===== config.mk =====
export PLATFORM = sky130hd
export DESIGN_NAME = icache_controller
export DESIGN_NICKNAME = d
export VERILOG_FILES = /design/src/rtl/icache_controller.sv
export SDC_FILE = /design/constraint.sdc
export NUM_CORES = 1
export LEC_CHECK = 0
export ABC_CLOCK_PERIOD_IN_PS = 15900
export BUFFER_PORTS_ARGS = -buffer_cell sky130_fd_sc_hd__buf_2
export CAP_MARGIN = 20
export CORE_ASPECT_RATIO = 0.6
export CORE_MARGIN = 10
export CORE_UTILIZATION = 40
export DETAILED_ROUTE_END_ITERATION = 10
export SYNTH_ARGS = -nofsm -noshare
export SYNTH_HDL_FRONTEND = slang
export SYNTH_SLANG_ARGS = --single-unit

===== constraint.sdc =====
create_clock -name i_clock -period 15.9 [get_ports i_clock]
set_clock_uncertainty 0.15 [all_clocks]
set_input_delay 3.18 -clock i_clock [delete_from_list [all_inputs] [get_ports i_clock]]
set_output_delay 3.18 -clock i_clock [all_outputs]
set_load 0.05 [all_outputs]

===== src/rtl/icache_controller.sv =====
// ---------------------------------------------------------------------------
// icache_controller
//   Direct-mapped instruction cache sitting between the CPU fetch stage and
//   instruction_memory. Hits return the selected word combinationally with no
//   stall. A miss stalls the CPU, fetches a 16-byte block from memory, installs
//   it, and then the hit is served from the cache. Saturating hit/miss counters
//   are kept for performance runs.
//
// Ports
//   i_clock         system clock, all state changes on posedge
//   i_reset_n       asynchronous active-low reset
//   i_read          CPU fetch request
//   i_pc_address    byte address: tag=[9:7], index=[6:4], word=[3:2]
//   o_instruction   fetched instruction (holds last served word otherwise)
//   o_busywait      CPU stall
//   o_mem_read      block read request to instruction_memory
//   o_mem_address   block address {tag,index} to instruction_memory
//   i_mem_readinst  returned 128-bit block, word w at [32w+31:32w]
//   i_mem_busywait  instruction_memory busy
//   o_hit_count     saturating count of served fetches
//   o_miss_count    saturating count of misses
// ---------------------------------------------------------------------------
module icache_controller #(
  parameter int NUM_SETS  = 8,
  parameter int CNT_WIDTH = 16
) (
  input  logic                 i_clock,
  input  logic                 i_reset_n,
  input  logic                 i_read,
  input  logic [9:0]           i_pc_address,
  output logic [31:0]          o_instruction,
  output logic                 o_busywait,
  output logic                 o_mem_read,
  output logic [5:0]           o_mem_address,
  input  logic [127:0]         i_mem_readinst,
  input  logic                 i_mem_busywait,
  output logic [CNT_WIDTH-1:0] o_hit_count,
  output logic [CNT_WIDTH-1:0] o_miss_count
);

  localparam int INDEX_BITS = $clog2(NUM_SETS);
  localparam int TAG_BITS   = 6 - INDEX_BITS;
  localparam logic [CNT_WIDTH-1:0] CNT_MAX = {CNT_WIDTH{1'b1}};
  localparam logic [CNT_WIDTH-1:0] CNT_ONE = {{(CNT_WIDTH-1){1'b0}}, 1'b1};

  typedef enum logic [1:0] {
    S_IDLE     = 2'd0,
    S_MEM_READ = 2'd1,
    S_UPDATE   = 2'd2
  } state_t;

  state_t r_state;
  state_t w_state_next;

  // Cache storage. Only the valid bits need a reset; tag/data are qualified by them.
  logic [NUM_SETS-1:0] r_valid;
  logic [TAG_BITS-1:0] r_tag  [NUM_SETS];
  logic [127:0]        r_data [NUM_SETS];

  logic [5:0]           r_miss_addr;
  logic [31:0]          r_instr;
  logic [CNT_WIDTH-1:0] r_hit_count;
  logic [CNT_WIDTH-1:0] r_miss_count;

  logic [TAG_BITS-1:0]   w_tag;
  logic [INDEX_BITS-1:0] w_index;
  logic [1:0]            w_word_sel;
  logic                  w_hit;
  logic [127:0]          w_line;
  logic [31:0]           w_words [4];
  logic [31:0]           w_word;
  logic [INDEX_BITS-1:0] w_fill_index;
  logic [TAG_BITS-1:0]   w_fill_tag;
  logic                  w_serve;
  logic                  w_miss;
  logic                  w_fill;
  logic                  w_busy;
  logic                  w_unused;

  assign w_tag      = i_pc_address[9 -: TAG_BITS];
  assign w_index    = i_pc_address[4 +: INDEX_BITS];
  assign w_word_sel = i_pc_address[3:2];
  // Byte offset within the word is irrelevant for word-aligned fetches.
  assign w_unused   = &{1'b0, i_pc_address[1:0]};

  assign w_hit = r_valid[w_index] && (r_tag[w_index] == w_tag);

  // Word select out of the indexed line.
  assign w_line = r_data[w_index];
  for (genvar gi = 0; gi < 4; gi++) begin : g_word
    assign w_words[gi] = w_line[32*gi +: 32];
  end
  assign w_word = w_words[w_word_sel];

  // Refill always targets the line latched at miss time, not the live PC.
  assign w_fill_index = r_miss_addr[INDEX_BITS-1:0];
  assign w_fill_tag   = r_miss_addr[5 -: TAG_BITS];

  // FSM state register
  always_ff @(posedge i_clock or negedge i_reset_n) begin
    if (!i_reset_n) begin
      r_state <= S_IDLE;
    end else begin
      r_state <= w_state_next;
    end
  end

  // FSM next-state and control
  always_comb begin
    w_state_next  = r_state;
    o_mem_read    = 1'b0;
    o_mem_address = '0;
    w_busy        = 1'b0;
    w_serve       = 1'b0;
    w_miss        = 1'b0;
    w_fill        = 1'b0;
    case (r_state)
      S_IDLE: begin
        if (i_read) begin
          if (w_hit) begin
            w_serve = 1'b1;
          end else begin
            w_busy       = 1'b1;
            w_miss       = 1'b1;
            w_state_next = S_MEM_READ;
          end
        end
      end
      S_MEM_READ: begin
        o_mem_read    = 1'b1;
        o_mem_address = r_miss_addr;
        w_busy        = 1'b1;
        // Entered on a posedge, so the earliest exit already leaves one full cycle here.
        if (!i_mem_busywait) begin
          w_state_next = S_UPDATE;
        end
      end
      S_UPDATE: begin
        w_busy       = 1'b1;
        w_fill       = 1'b1;
        w_state_next = S_IDLE;
      end
      default: begin
        w_state_next = S_IDLE;
      end
    endcase
  end

  // Stall must read low while reset is held even if a fetch is pending.
  assign o_busywait    = w_busy & i_reset_n;
  assign o_instruction = w_serve ? w_word : r_instr;
  assign o_hit_count   = r_hit_count;
  assign o_miss_count  = r_miss_count;

  // Control-side registers: valid bits, miss address, held instruction, counters.
  always_ff @(posedge i_clock or negedge i_reset_n) begin
    if (!i_reset_n) begin
      r_valid      <= '0;
      r_miss_addr  <= '0;
      r_instr      <= '0;
      r_hit_count  <= '0;
      r_miss_count <= '0;
    end else begin
      if (w_miss) begin
        r_miss_addr <= {w_tag, w_index};
        if (r_miss_count != CNT_MAX) begin
          r_miss_count <= r_miss_count + CNT_ONE;
        end
      end
      if (w_serve) begin
        r_instr <= w_word;
        if (r_hit_count != CNT_MAX) begin
          r_hit_count <= r_hit_count + CNT_ONE;
        end
      end
      if (w_fill) begin
        r_valid[w_fill_index] <= 1'b1;
      end
    end
  end

  // Tag/data arrays. An abandoned refill never reaches UPDATE, so nothing is written.
  always_ff @(posedge i_clock) begin
    if (w_fill) begin
      r_tag[w_fill_index]  <= w_fill_tag;
      r_data[w_fill_index] <= i_mem_readinst;
    end
  end

endmodule

# --- Yosys cells after proc, flatten, opt, wreduce, memory -nomap -nowiden ---
# Memories as Yosys holds them, arrays and structs flattened.
# Cells that the tools add are included.
totals:
  ff_bits: 80
  ramBits: 1048
  out_inout_bits: 72
  mem_count: 2
op_classes:
  addsub: 2
  order_cmp: 4
  eq_ne: 8
  muxes: 24
  bitwise_logic: 3
  reduce_logical: 7
mem_list:
  columns: ["name", "depth", "width", "rd", "rd_ports_with_merged_regs", "write_ports", "line", "rtl"]
  rows:
  - ["r_data", 8, 128, 1, 0, 1, "58", "logic [127:0] r_data [NUM_SETS];"]
  - ["r_tag", 8, 3, 1, 0, 1, "57", "logic [TAG_BITS-1:0] r_tag [NUM_SETS];"]
op_table:
  columns: ["operator", "count"]
  rows:
  - ["two-way mux 32 bit", 3]
  - ["binary-select mux 32 bit (select 2 bit)", 1]
  - ["adder 16 x 1 -> 16 bit (second input constant)", 2]
  - ["!= test 16 bit (second input constant)", 2]
  - ["two-way mux 1 bit", 12]
  - ["< comparator 3 x 4 -> 1 bit (second input constant)", 2]
  - ["OR 8 bit", 1]
  - ["two-way mux 2 bit", 3]
  - ["two-way mux 6 bit", 1]
  - ["!= test 2 bit (second input constant)", 3]
  - ["one-hot mux 2 bit (2 select lines)", 1]
  - ["AND reduction 2 bit", 2]
  - ["binary-select mux 1 bit (select 3 bit)", 1]
  - ["demux 1 bit (select 3 bit)", 1]
  - ["equality test 3 bit", 1]
  - [">= comparator 3 x 1 -> 1 bit (second input constant)", 1]
  - [">= comparator 3 bit (second input constant)", 1]
  - ["NOT 2 -> 3 bit", 1]
  - ["AND reduction 3 bit", 1]
  - ["equality test 2 x 1 -> 1 bit (second input constant)", 1]
  - ["equality test 2 bit (second input constant)", 1]
  - ["logical AND 1 bit", 2]
  - ["logical NOT 2 bit", 1]
  - ["one-hot mux 1 bit (2 select lines)", 1]
  - ["2 further kinds", 2]

# --- Longest topological paths before layout ---
depth:
  depth_word: 7
  ltp_mapped: 10
  depth_no_buf: 7

# --- Worst setup path before layout ---
# No wires, ideal clock.
synth_timing:
  path_type: "register to register"
  startpoint: "register r_state[0]"
  endpoint: "register r_valid[0]"
  t_arrival_ps: 10461
  required_ps: 15628
  slack_ps: 5167
  path_stages_with_launch: 6
  path_cell_list: "dfrtp_1 inv_1 ha_1 nand2b_1 nor3_1 or2_2"
synth_via:
  elab_chain_cells: 2
synth_rtl:
  columns: ["item", "line", "rtl"]
  rows:
  - ["start, declared", "52", "state_t r_state;"]
  - ["start signal, assigned", "104", "r_state <= w_state_next;"]
  - ["equality test 2 bit", "117", "case (r_state)"]
  - ["two-way mux 1 bit", "117", null]
  - ["end signal, assigned", "158", "r_valid <= '0;"]
  - ["end signal, assigned by index", "177", "r_valid[w_fill_index] <= 1'b1;"]
  - ["end, declared", "56", "logic [NUM_SETS-1:0] r_valid;"]
# No other way between the ends.
# A chain may end at the register's enable or synchronous reset.

# --- Final worst setup path ---
layout_timing:
  startpoint: "input i_pc_address[5]"
  endpoint: "output o_instruction[10]"
layout_via:
  elab_chain_cells: 7
  elab_cells_between_ends: 13
  classes_between: "1 x eq/ne; 9 x mux; 1 x reduce/logical; 2 x memory"
layout_rtl:
  columns: ["item", "line", "rtl"]
  rows:
  - ["start, declared", "30", "input logic [9:0] i_pc_address,"]
  - ["memory (8 x 3 bit) or binary-select mux 1 bit (select 3 bit) (tied branches)", null, null]
  - ["equality test 3 bit or two-way mux 1 bit (tied branches)", "86", "assign w_hit = r_valid[w_index] && (r_tag[w_index] == w_tag);"]
  - ["logical AND 1 bit", "86", null]
  - ["two-way mux 1 bit", "120", "if (w_hit) begin"]
  - ["two-way mux 1 bit", "119", "if (i_read) begin"]
  - ["two-way mux 1 bit", "117", null]
  - ["two-way mux 32 bit *", null, null]
  - ["end, declared", "31", "output logic [31:0] o_instruction,"]
# Mark *: on every way between the ends. The rest lies on a longest branch, timed or not. The select of a mux whose other input is x is not followed.

==> impl_metrics.env <==
export IMPL_pin_count=214
export IMPL_gp_congestion=0.711
export IMPL_via_count=19400
export IMPL_worstMarginPinSlew_ns=1.07
export IMPL_cts_tree="yes"
export IMPL_min_from="r_valid[0]"
export IMPL_worstPathRequired_ns=12.57
export IMPL_period_share_pct=71.6
export IMPL_routed_wl_um=95900
export IMPL_power_frac_seq_pct=52.1
export IMPL_grt_antenna_before_repair=39
export IMPL_highest_layer="met5"
export IMPL_switching_share_pct=26.3
export IMPL_p_total_mw=6.94
export IMPL_endpoint_kind="primary output"
export IMPL_std_cell_rows=93
export IMPL_drt_vias_per_instance=5.39
export IMPL_p_int_mw=5.11
export IMPL_synth_avg_cell_area_um2=23.8
export IMPL_hold_viol_final=0
export IMPL_io_buffers=211
export IMPL_drt_iter0_markers=1759
export IMPL_combPwrFrac_pct=13.3
export IMPL_initial_core_util_pct=40.3
export IMPL_cts_sinks=1128
export IMPL_criticalPathCategory="in2out"
export IMPL_worstSkewPairLatency_ns=0.72
export IMPL_hold_class="reg2reg"
export IMPL_synthesis_area_um2=43200
export IMPL_die_area_um2=122000
export IMPL_dp_cells=3388
export IMPL_hold_buffers=0
export IMPL_min_period_ns=11.38
export IMPL_setup_tns_final_ns=0
export IMPL_r2r_cells=6
export IMPL_crit_start="i_pc_address[5]"
export IMPL_grt_usage_pct=15.7
export IMPL_area_growth_pct=14.0
export IMPL_layout_drive_gt1_share_pct=35.2
export IMPL_async_flop_share_pct=7.09
export IMPL_ys_types=41
export IMPL_r2r_start="r_state[0]"
export IMPL_grt_pass1_vias=20900
export IMPL_ys_seq_area_share_pct=77.5
export IMPL_cts_buffers=103
export IMPL_drt_met1_wl_um=40200
export IMPL_synth_edf_count=1048
export IMPL_syn_nets=1964
export IMPL_die_w_um=444
export IMPL_wl_met2_um=47700
export IMPL_clk_path_buf_depth=3
export IMPL_setup_viol=0
export IMPL_syn_instance_count=1815
export IMPL_p_clk_share_pct=34.7
export IMPL_switchingPower_mw=1.83
export IMPL_yosysWarnings=0
export IMPL_cp_arrival_ns=8.05
export IMPL_finalNonFillerCells=3594
export IMPL_dr_wl_met3_um=5940
export IMPL_antenna_left=0
export IMPL_cts_root_buf="clkbuf_16"
export IMPL_fmax_ghz=0.0879
export IMPL_hold_slack_ns=0.321
export IMPL_grt_max_degree=133
export IMPL_crit_path_start_kind="input port"
export IMPL_drv_cap=0
export IMPL_yosys_most_used_dff="edfxtp_1"
export IMPL_min_delay_path_depth=1
export IMPL_rsz0062_at_grt="false"
export IMPL_outcome="complete, no violations"
export IMPL_cts_resized=0
export IMPL_dpl_hpwl_um=52400
export IMPL_die_h_um=275
export IMPL_power_density_nw_per_um2=141
export IMPL_cts_setup_buffers=0
export IMPL_ys_ff_latch=1128
export IMPL_firstDrtPassIters=5
export IMPL_layout_nets=2218
export IMPL_grt_overflow_total=0
export IMPL_final_core_util_pct=45.9
export IMPL_cp_max_fo=109
export IMPL_routedWlPerCell_um=26.7
export IMPL_h_tree_depth=3
export IMPL_slew_violations=0
export IMPL_relSlewSlack_pct=28.4
export IMPL_final_common_cell="edfxtp_1"
export IMPL_drc_errors=0
export IMPL_clkTransAtPathRegs_ns=0.06
export IMPL_core_area_um2=107000
export IMPL_final_cell_mix="edfxtp_1, mux4_2, buf_2, clkbuf_16, dfrtp_1"
export IMPL_grt_pass1_wl_um=142000
export IMPL_ir_drop_v=0.000126
export IMPL_p_leak_nw=16.1
[power groups by stage]
| stage | sequential [mW] | combinational (mW) | clock, mW |
|---|---|---|---|
| final | 3.61 | 0.920 | 2.41 |
| after global routing | 3.64 | 0.986 | 2.59 |
| after CTS | 3.61 | 0.940 | 2.47 |
| after detailed placement | 3.68 | 0.936 | 0 |
| after global placement | 3.66 | 0.922 | 0 |
| after floorplan | 3.73 | 0.589 | 0 |
[kinds of logic (layout without fill, tap and decap cells)]
kind of cell | after synthesis | in the layout | synth area share [%]
and+or+nand+nor | 133 | 133 | 1.66
muxes | 381 | 381 | 18.3
adders and majority gates | 7 | 7 | 0.203
buffers and inverters | 98 | 440 | 1.15
DFF | 1128 | 1128 | 77.5
AOI/OAI and AO/OA | 37 | 37 | 0.504
other | 0 | 12 | 0
xor gates and xnor gates | 31 | 31 | 0.733
[cells in the mapped netlist (4+ instances only)]
cell type	instances	area, µm²
clkbuf_1	38	143
mux2i_1	44	440
inv_1	5	18.8
nor2_1	14	52.6
o21ai_0	31	155
dfrtp_1	80	2000
mux2_2	10	113
nand3_1	13	65.1
ha_1	7	87.6
nor3_1	8	40.0
xnor2_1	15	131
buf_4	5	37.5
buf_6	6	67.6
mux4_2	325	7320
and3_1	8	50.1
nand4_1	10	62.6
or2_2	8	50.1
nand2b_1	4	25.0
edfxtp_1	1048	31500
nor4_2	4	50.1
buf_2	30	150
buf_1	12	45.0
nand2_1	47	176
and2_1	9	56.3
xor2_1	13	114
[worst paths after layout]
check / to / slack (ns)
min in group asynchronous: r_instr[17] / 2.27
max reg2reg: r_data[2][75] / 12.22
min reg2reg: r_valid[0] / 0.32
min: r_valid[0] / 0.32
max: o_instruction[10] / 4.52
max in group asynchronous: r_instr[29] / 12.11
[worst max-delay path, stage by stage]
cell     delay (ns)
buf_8          0.69
buf_4          0.80
mux2i_1        0.19
mux4_2         0.57
xor2_4         0.26
nand4_4        0.57
buf_4          0.57
o21ai_0        0.69
buf_2          0.39
[area by class of cell]
type,count,area [µm²]
fill,8875,58100
sequential,1128,33500
inverter,5,18.8
multi-input combinational,589,9290
clock buffer,131,2750
antenna,12,30.0
tap,1425,1780
timing repair buffer,242,1380
clock inverter,62,508
[stage by stage]
stage	setup slack (ns)	cell area (µm²)
3_3_place_gp	4.59	45900
3_5_place_dp	4.45	45900
2_1_floorplan	5.17	43200
4_1_cts	4.45	49200
5_1_grt	4.24	49200
6_report	4.52	49200
[registers in the layout (all words and copies together), names as in the netlist]
register,flops
o_hit_count,16
o_miss_count,16
r_data,1024
r_instr,32
r_miss_addr,6
r_state,2
r_tag,24
r_valid,8
[metal layers]
metal	GRT usage [%]	vias up
li1	-	8221
met1	20.9	10400
met2	26.0	524
met3	4.01	171
met4	3.46	22
met5	0	-
Power figures use the tool's default switching activity.
